==> config.mk <==
export PLATFORM = sky130hd
export DESIGN_NAME = gate_test_sequencer
export DESIGN_NICKNAME = d
export VERILOG_FILES = /design/src/rtl/gate_test_sequencer.sv
export SDC_FILE = /design/constraint.sdc
export NUM_CORES = 1
export LEC_CHECK = 0
export ABC_AREA = 1
export BUFFER_PORTS_ARGS = -buffer_cell sky130_fd_sc_hd__buf_2
export CAP_MARGIN = 20
export CORE_ASPECT_RATIO = 0.75
export CORE_MARGIN = 2
export CORE_UTILIZATION = 45
export CTS_BUF_LIST = sky130_fd_sc_hd__clkbuf_2 sky130_fd_sc_hd__clkbuf_4 sky130_fd_sc_hd__clkbuf_8
export CTS_CLUSTER_SIZE = 30
export DETAILED_ROUTE_END_ITERATION = 6
export PLACE_DENSITY = 0.7
export SLEW_MARGIN = 15
export SYNTH_ARGS = -nofsm -noshare
export SYNTH_HDL_FRONTEND = slang
export SYNTH_SLANG_ARGS = --single-unit
export TNS_END_PERCENT = 10
==> constraint.sdc <==
create_clock -name clk -period 4.2 [get_ports clk]
set_input_delay 0.84 -clock clk [delete_from_list [all_inputs] [get_ports clk]]
set_output_delay 0.84 -clock clk [all_outputs]
set_load 0.02 [all_outputs]
==> src/rtl/gate_test_sequencer.sv <==
// gate_test_sequencer: self-test sequencer for the 2-input logic-gate unit.
// Drives the four (a,b) vectors for LOOPS passes, checks y against a golden
// table after SETTLE_CYCLES of settling, and reports done/pass/err_count.
// Define GATE_TEST_FAULT_LOG_EN to add a first-mismatch log (fail_valid/vec/mask).
module gate_test_sequencer #(
    parameter int SETTLE_CYCLES = 2,
    parameter int LOOPS         = 1,
    parameter int ERR_W         = 8
) (
    input  logic             clk,
    input  logic             rst,
    input  logic             start,
    output logic             a_out,
    output logic             b_out,
    input  logic [6:0]       y_in,
    output logic             busy,
    output logic             done,
    output logic             pass,
    output logic [ERR_W-1:0] err_count,
    output logic [1:0]       vec_idx
`ifdef GATE_TEST_FAULT_LOG_EN
    ,
    output logic             fail_valid,
    output logic [1:0]       fail_vec,
    output logic [6:0]       fail_mask
`endif
);
    typedef enum logic [2:0] {IDLE, DRIVE, SETTLE, CHECK, DONE} state_t;
    localparam logic [15:0] LAST_SETTLE = 16'(SETTLE_CYCLES > 0 ? SETTLE_CYCLES - 1 : 0);
    localparam logic [15:0] LAST_LOOP   = 16'(LOOPS - 1);
    state_t           state;
    logic [15:0]      settle_cnt;
    logic [15:0]      loop_cnt;
    logic [6:0]       golden;
    logic             mismatch;
    logic [1:0]       vec_nxt;
    logic [ERR_W-1:0] err_next;
    // golden response of the current vector and the saturating error count after this check
    always_comb begin
        golden   = vec_idx == 2'd0 ? 7'h59 : vec_idx == 2'd1 ? 7'h2D : vec_idx == 2'd2 ? 7'h2C : 7'h46;
        mismatch = y_in != golden;
        vec_nxt  = vec_idx + 2'd1;
        err_next = (mismatch && err_count != '1) ? err_count + ERR_W'(1) : err_count;
    end
    // sequencer FSM; every output is a register so y_in never reaches an output combinationally
    always_ff @(posedge clk) begin
        if (rst) begin
            state      <= IDLE;
            settle_cnt <= '0;
            loop_cnt   <= '0;
            a_out      <= 1'b0;
            b_out      <= 1'b0;
            busy       <= 1'b0;
            done       <= 1'b0;
            pass       <= 1'b0;
            err_count  <= '0;
            vec_idx    <= 2'd0;
`ifdef GATE_TEST_FAULT_LOG_EN
            fail_valid <= 1'b0;
            fail_vec   <= 2'd0;
            fail_mask  <= 7'd0;
`endif
        end else begin
            case (state)
                IDLE: if (start) begin
                    state     <= DRIVE;
                    vec_idx   <= 2'd0;
                    loop_cnt  <= '0;
                    a_out     <= 1'b0;
                    b_out     <= 1'b0;
                    busy      <= 1'b1;
                    err_count <= '0;
                    pass      <= 1'b0;
`ifdef GATE_TEST_FAULT_LOG_EN
                    fail_valid <= 1'b0;
                    fail_vec   <= 2'd0;
                    fail_mask  <= 7'd0;
`endif
                end
                DRIVE: begin
                    settle_cnt <= '0;
                    state      <= (SETTLE_CYCLES == 0) ? CHECK : SETTLE;
                end
                SETTLE: begin
                    settle_cnt <= settle_cnt + 16'd1;
                    if (settle_cnt == LAST_SETTLE) state <= CHECK;
                end
                CHECK: begin
                    err_count <= err_next;
`ifdef GATE_TEST_FAULT_LOG_EN
                    if (mismatch && !fail_valid) begin
                        fail_valid <= 1'b1;
                        fail_vec   <= vec_idx;
                        fail_mask  <= y_in ^ golden;
                    end
`endif
                    if (vec_idx != 2'd3) begin
                        vec_idx <= vec_nxt;
                        a_out   <= vec_nxt[1];
                        b_out   <= vec_nxt[0];
                        state   <= DRIVE;
                    end else if (loop_cnt != LAST_LOOP) begin
                        vec_idx  <= 2'd0;
                        loop_cnt <= loop_cnt + 16'd1;
                        a_out    <= 1'b0;
                        b_out    <= 1'b0;
                        state    <= DRIVE;
                    end else begin
                        a_out <= 1'b0;
                        b_out <= 1'b0;
                        busy  <= 1'b0;
                        done  <= 1'b1;
                        pass  <= err_next == '0;
                        state <= DONE;
                    end
                end
                DONE: begin
                    done  <= 1'b0;
                    state <= IDLE;
                end
                default: state <= IDLE;
            endcase
        end
    end
endmodule

# After elaboration in Yosys (flattened, before gate mapping)
# Index checks and enable logic that the tools add are counted.
# totals
output_inout_bits	15
reg_bits	50
inputBits	10
# op_classes
eq_ne	16
mux	35
add_sub_neg	4
reduce_logical	14
# op_table
cell	count
16-bit case mux with 2 select lines	2
16-bit 2-to-1 mux	3
16-bit by 1-bit adder with 16-bit output, second input constant	2
7-bit 2-to-1 mux	3
16-bit by 1-bit equality test with 1-bit output, second input constant	1
8-bit 2-to-1 mux	2
8-bit case mux with 2 select lines	1
16-bit nonzero test	1
3-bit 2-to-1 mux	4
2-bit != test, second input constant	6
3-bit case mux with 4 select lines	1
1-bit 2-to-1 mux	10
1-bit case mux with 2 select lines	5
8-bit by 1-bit adder with 8-bit output, second input constant	1
8-bit logical NOT	1
8-bit != test, second input constant	1
4-bit AND reduction	2
7-bit != test	1
3-bit by 2-bit equality test with 1-bit output, second input constant	2
2-bit 2-to-1 mux	3
3-bit AND reduction	2
2-bit nonzero test	3
2-bit case mux with 2 select lines	1
2-bit AND reduction	2
other kinds (9)	9

# Depth between registers and ports, before layout
# Gate-level depths: netlist of the first run.
# depth
depth_word	11
depth_mapped	16
depth_no_buf	15

# Least setup slack after synthesis of the first run
# OpenSTA, ideal clock, no wires.
# synth_timing
path_kind	register to register
from	reg vec_idx[0]
to	reg pass
t_arrival_ps	1794
stages_incl_launch_ff	16
setup_slack_ps	2335
synth_period_minus_slack_ps	1865
path_buffers	1
required_time_ps	4129
cell_sequence	dfxtp_1 > inv_1 > ha_1 > inv_1 > nand2_1 > nand2_1 > nor2_1 > nand2_1 > buf_2 > nand2_1 > nand2_1 > nand2_1 > nand2_1 > nor2_1 > nand3_1 > a21oi_1
# synth_between
elab_chain_len	11
# synth_lines
element	line	text
start, declared	20	output logic [1:0] vec_idx
start signal, assigned	98	vec_idx <= vec_nxt;
2-bit equality test	40	golden = vec_idx == 2'd0 ? 7'h59 : vec_idx == 2'd1 ? 7'h2D : vec_idx == 2'd2 ? 7'h2C : 7'h46;
7-bit 2-to-1 mux (3 in a row)	40	
7-bit != test	41	mismatch = y_in != golden;
1-bit logical AND	43	err_next = (mismatch && err_count != '1) ? err_count + ERR_W'(1) : err_count;
8-bit 2-to-1 mux	43	
8-bit logical NOT	113	pass <= err_next == '0;
1-bit 2-to-1 mux	102	end else if (loop_cnt != LAST_LOOP) begin
1-bit 2-to-1 mux	97	if (vec_idx != 2'd3) begin
1-bit case mux with 2 select lines	64	case (state)
end signal, assigned	55	pass <= 1'b0;
end signal, assigned	73	pass <= 1'b0;
end signal, assigned	113	
end, declared	18	output logic pass,
# Parallel ways exist; a longest one is shown, timed or not. The select of a mux whose other input is x is not followed.
# A chain may end at the register's enable or synchronous reset.

# Final worst setup path of the first run
# Ends and elaborated chain as after synthesis.

==> metrics.md, run 1 <==
| Metric | Value |
|---|---|
| FP Rows | 25 |
| Prevailing post-synth register cell | dfxtp_1 |
| Final period util | 52.8% |
| Fmax | 451 MHz |
| Outcome | finished, final reports clean |
| Vias in the first global route | 2317 |
| Worst min-delay path category | register to register |
| Die height | 72.7 um |
| First-pass GRT wire length | 10600 um |
| Maxcap violations | 0 |
| DP HPWL | 4720 um |
| # port buffers | 24 |
| CTS Buf Count | 5 |
| Crit path cell chain | inv_1 > ha_1 > inv_1 > nand2_1 > nand2_1 > nor2_1 > nand2_1 > nand2_1 > nand2_1 > nand2_1 > nor2_1 > nand3_1 > a21oi_1 |
| Number of cells on the worst reg-to-reg path | 13 |
| CP peak stage delay | 0.43 ns |
| RSZ-0062 raised after global routing | no |
| Initial core utilization | 45.8% |
| Gpl congestion | 0.917 |
| VDD IR max | 0.179 mV |
| Drt total wl | 6290 um |
| Distinct cells, synth | 37 |
| Slew HR | 61.1% |
| Die Width | 95.7 um |
| Clock Root Buffer | clkbuf_8 |
| All-layer global routing usage | 19.1% |
| Synth-to-Final Area Change | 10.2% |
| Pre-CTS WS | 1.77 ns |
| Hold path cells | 2 |
| Initial antenna violation count | 0 |
| DRT Pass-1 Iters | 4 |
| Hold buffer count at cts | 0 |
| Most used cell, CP | nand2_1 |
| Setup ws final | 1.98 ns |
| Final Instance Count excl. Fillers | 534 |
| Final setup fails | 0 |
| Std-Cell Core Area | 6190 um^2 |
| Min Tclk post-route | 2.22 ns |
| Worst path bufs/invs | 2 |
| WL/cell | 11.8 um |
| Post-synthesis sequential area ratio | 35.3% |
| Mapped Cells | 427 |
| Fin util | 50.4% |
| Post-Syn Area | 2840 um^2 |
| CTS Sinks | 50 |
| Post-CTS Resized | 0 |
| Placed insts | 526 |
| Measured slew at the worst slew-check pin | 0.584 ns |
| # diodes | 0 |
| Share of layout cells above drive strength 1 | 10.2% |
| Crit path max-delay family | simple AND/OR/NAND/NOR gates |
| Synth async-reset ratio | 0% |
| Area taken by multi-input logic gates | 1550 um^2 |
| Post-synth EDFFs | 0 |
| Total gr overflow | 0 |
| Worst EP required | 4.44 ns |
| Power per Cell Area | 305 nW/um^2 |
| Vias | 2750 |
| Synth Net Count | 446 |
| Net count, final | 471 |
| Slowest CP cell | dfxtp_1 |
| Worst-path fanout max | 11 |
| Endpoints failing hold | 0 |
| Worst R2R Start | vec_idx[0] |
| Iteration-0 DRC Markers | 149 |
| Die area | 6960 um^2 |
| DRC Markers | 0 |
| Worst Setup End Kind | register |
| Post-Route Setup TNS | 0 ns |
| H-Tree Level Count | 2 |
| Fillers | 651 |
| CP Data Arrival Time | 2.46 ns |
| Setup Crit Path Kind | register to register |
| Pleak | 0.00133 uW |
| Post-CTS Setup Repair Bufs | 0 |
| CP Launch Type | register |
| Max Buffers Root-to-Sink | 2 |
| Final hold slack | 0.468 ns |
| I/O pin total | 25 |
| Synth Warn # | 0 |
| Hold EP | busy |
| Slew Limit Fails | 0 |
| Largest net degree at the start of global routing | 31 |
| Syn avg cell area | 6.64 um^2 |
| Hold path start | busy |
| Clk pin slew, worst setup/hold paths | 0.10 ns |
| DRT antenna net count | 0 |
| Worst R2R End | pass |
| #FFs+latches synth | 50 |
| CTS tree | yes |
| FF/Latch Area | 1000 um^2 |
| Worst-Skew Late Latency | 0.31 ns |
| Clk_skew | 0.0168 ns |
| Vias per Instance | 5.15 |
| Flop-to-flop setup slack | 1.98 ns |
[metal layers]
layer	track usage [%]	wire length, um
met1	28.9	3380
met2	27.4	2540
met3	3.62	321
met4	6.03	54
met5	0	0
[how the worst max path moves through the flow]
stage / from / to / slack [ns] / cells past startpoint
6_report: vec_idx[0] / pass / 1.98 / 13
5_1_grt: vec_idx[0] / pass / 1.69 / 14
4_1_cts: vec_idx[0] / pass / 2.00 / 13
3_5_place_dp: rst / loop_cnt[7] / 1.77 / 6
3_3_place_gp: rst / loop_cnt[11] / 1.80 / 6
2_1_floorplan: vec_idx[0] / pass / 2.33 / 15
[flip-flops by register name, indices dropped and copies added (netlist names)]
signal / count
settle_cnt: 16
state: 3
err_count: 8
done: 1
busy: 1
vec_idx: 2
pass: 1
b_out: 1
loop_cnt: 16
a_out: 1
[where the power goes]
| part | switching, uW | internal (uW) |
|---|---|---|
| clock network | 160 | 124 |
| registers | 13.3 | 487 |
| logic | 117 | 50.3 |
[cell type report]
type / instances / share of cell area [%]
Clock buffer: 6 / 2.44
Timing Repair Buffer: 25 / 4.08
Tap cell: 81 / 3.24
Multi-Input combinational cell: 304 / 49.7
Inverter: 66 / 8.01
Sequential cell: 50 / 32.0
Clock inverter: 2 / 0.441
[layout by cell type, fill, tap and decap left out, types with 2 or more instances in the layout]
cell type and instances:
nor4_1 5, inv_1 63, nand2_4 2, o22ai_1 2, ha_1 9, dfxtp_1 50, nand4_1 6, a22oi_1 3
nand3b_1 2, a211oi_1 7, nand2_1 113, nor2_4 4, buf_2 24, nor2_1 34, o211ai_1 2, o21bai_1 2
nand3_1 28, clkbuf_8 5, a221oi_1 2, a21oi_1 37, nor3_2 2, o21ai_0 18, nor3_1 15
[Yosys cell counts, drive strengths merged, types with 3 or more instances]
cell type  instances  area (um^2)
nand3             29          158
a211oi             7         52.6
buf                3         15.0
ha                 9          113
nor3              17         95.1
nand4              6         37.5
nor4               5         31.3
clkbuf             4         15.0
nand2            116          453
a22oi              3         22.5
o21ai             18         90.1
inv               65          246
a21oi             37          185
nor2              39          179
dfxtp             50         1000
[stage by stage]
step                power [uW]  cell area (um^2)
finish                     952              3120
global route              1000              3120
CTS                        960              3120
detailed placement         678              3030
global placement           675              3030
floorplan                  633              2840
[worst register-to-register path: stages, from the launching register on]
cell and delay, ns:
dfxtp_1 0.43, inv_1 0.09, ha_1 0.34, inv_1 0.11, nand2_1 0.06, nand2_1 0.05, nor2_1 0.04, nand2_1 0.28
nand2_1 0.23, nand2_1 0.12, nand2_1 0.07, nor2_1 0.14, nand3_1 0.09, a21oi_1 0.11
[logic make-up after synthesis]
group	after synthesis	share of synthesized area [%]
and+or+nand+nor	216	34.6
AOI/OAI and AO/OA	77	15.6
buffers and inverters	73	9.88
DFF	50	35.3
adders and majority gates	9	3.97
xor gates and xnor gates	2	0.618
No activity file was read; power rests on OpenSTA's default activity.
==> run 2, diff against run 1 <==
clock period = 2.13 ns   (was 4.2 ns; I/O delays follow)
==> metrics.md, run 2 (synthesis results as in run 1) <==
| Metric | Value |
|---|---|
| Endpoints failing hold | 0 |
| Slew Limit Fails | 0 |
| CTS Sinks | 50 |
| Crit. Startpoint | vec_idx[0] |
| DRC Markers | 0 |
| CTS Buf Count | 5 |
| Crit path max-delay family | simple AND/OR/NAND/NOR gates |
| All-layer global routing usage | 19.1% |
| # diodes | 0 |
| Die area | 6960 um^2 |
| Post-Route Setup TNS | 0 ns |
| Number of cells on the worst reg-to-reg path | 14 |
| Share of layout cells above drive strength 1 | 11.6% |
| Die Width | 95.7 um |
| Pleak | 0.00135 uW |
| Vias in the first global route | 2500 |
| FP Rows | 25 |
| Final period util | 91.2% |
| DRT antenna net count | 0 |
| Slowest CP cell | dfxtp_2 |
| Drt total wl | 6250 um |
| Most used cell, CP | nand2_1 |
| Worst path bufs/invs | 2 |
| CTS tree | yes |
| Iteration-0 DRC Markers | 193 |
| CP Launch Type | register |
| Worst EP required | 2.37 ns |
| Crit path cell chain | inv_1 > ha_1 > o21ai_0 > nand2_1 > nor2_1 > nand2_2 > buf_4 > nand2_1 > nand2_1 > nand2_1 > nand2_1 > nor2_1 > nand3_1 > a21oi_1 |
| Total gr overflow | 0 |
| Setup Crit Path Kind | register to register |
| Measured slew at the worst slew-check pin | 0.334 ns |
| Commonest non-fill, non-tap cells in the layout | nand2_1, inv_1, dfxtp_1 |
| Fin util | 51.0% |
| Die height | 72.7 um |
| Net count, final | 474 |
| Vias | 2750 |
| CP Data Arrival Time | 2.18 ns |
| Number of cells on the critical path | 14 |
| Slew HR | 77.5% |
| Std-Cell Core Area | 6190 um^2 |
| Fmax | 515 MHz |
| WL/cell | 11.6 um |
| Vias per Instance | 5.12 |
| Clk pin slew, worst setup/hold paths | 0.09 ns |
| Hold buffer count at cts | 0 |
| Synth-to-Final Area Change | 11.4% |
| I/O pin total | 25 |
| H-Tree Level Count | 2 |
| Post-CTS Setup Repair Bufs | 0 |
| Worst-path fanout max | 6 |
| Final Instance Count excl. Fillers | 537 |
| Worst R2R Start | vec_idx[0] |
| Crit path to | pass |
| Largest regs | loop_cnt: 16 flops, settle_cnt: 16 flops, err_count: 8 flops |
| Clk_skew | 0.0110 ns |
| Placed insts | 529 |
| Post-CTS Resized | 0 |
| # port buffers | 24 |
| DRT Pass-1 Iters | 4 |
| Worst-Skew Late Latency | 0.31 ns |
| Worst min-delay path category | primary input to register |
| VDD IR max | 0.236 mV |
| CP peak stage delay | 0.38 ns |
| Flop-to-flop setup slack | 0.19 ns |
| Largest net degree at the start of global routing | 30 |
| RSZ-0062 raised after global routing | no |
| Outcome | finished, final reports clean |
| Most common cell after layout, fill and taps aside | nand2_1 |
| Max Buffers Root-to-Sink | 2 |
| Clock Root Buffer | clkbuf_8 |
| Min Tclk post-route | 1.94 ns |
| Worst R2R End | pass |
| First-pass GRT wire length | 10700 um |
| Initial core utilization | 45.8% |
| Final setup fails | 0 |
| Power per Cell Area | 604 nW/um^2 |
| Worst Setup End Kind | register |
| Initial antenna violation count | 0 |
| Gpl congestion | 0.865 |
| Maxcap violations | 0 |
| DP HPWL | 4710 um |
run 2: cell count changes in the layout (fill, tap and decap cells not counted), sizes merged:
cell,before,now
buf,25,28
clkbuf,6,7
clkinv,3,2
run 2: routing by layer:
metal | up-vias | part of all wire (%) | global-route usage [%]
met3 | 7 | 5.3 | 4.13
li1 | 1459 | - | -
met4 | 0 | 1.0 | 5.40
met5 | - | 0 | 0
met1 | 1224 | 51 | 26.5
met2 | 60 | 43 | 30.2
run 2: worst min-delay path by stage:
stage | from | to | slack [ns] | cells past startpoint
2_1_floorplan | loop_cnt[10] | loop_cnt[10] | 0.45 | 1
3_3_place_gp | a_out | a_out | 0.45 | 2
3_5_place_dp | a_out | a_out | 0.46 | 2
4_1_cts | start | busy | 0.44 | 3
5_1_grt | start | busy | 0.46 | 3
6_report | start | busy | 0.45 | 3
run 2: final cells by class:
type | count | area, um^2
Fill cell | 635 | 3030
Multi-Input combinational cell | 304 | 1560
Inverter | 66 | 250
Tap cell | 81 | 101
Sequential cell | 50 | 1000
Clock buffer | 7 | 90.1
Clock inverter | 1 | 5.00
Timing Repair Buffer | 28 | 150
run 2: stage by stage:
stage                     power [uW]  instance area [um^2]  setup slack, ns  hold WS, ns
after floorplan                 1250                  2840            0.265        0.446
after global placement          1340                  3060            0.251        0.450
after detailed placement        1340                  3060            0.158        0.459
after CTS                       1930                  3150            0.137        0.436
after global routing            2010                  3160           0.0130        0.462
final                           1910                  3160            0.188        0.446
run 2: power by group:
| group | switching, uW | total, uW | internal (uW) |
|---|---|---|---|
| combinational | 235 | 338 | 103 |
| sequential | 25.8 | 987 | 961 |
| clock | 308 | 583 | 275 |
| total | 568 | 1910 | 1340 |
run 2: tightest hold or removal path, stage by stage:
cell	delay (ns)
buf_2	0.11
nand2_1	0.10
a21oi_1	0.07
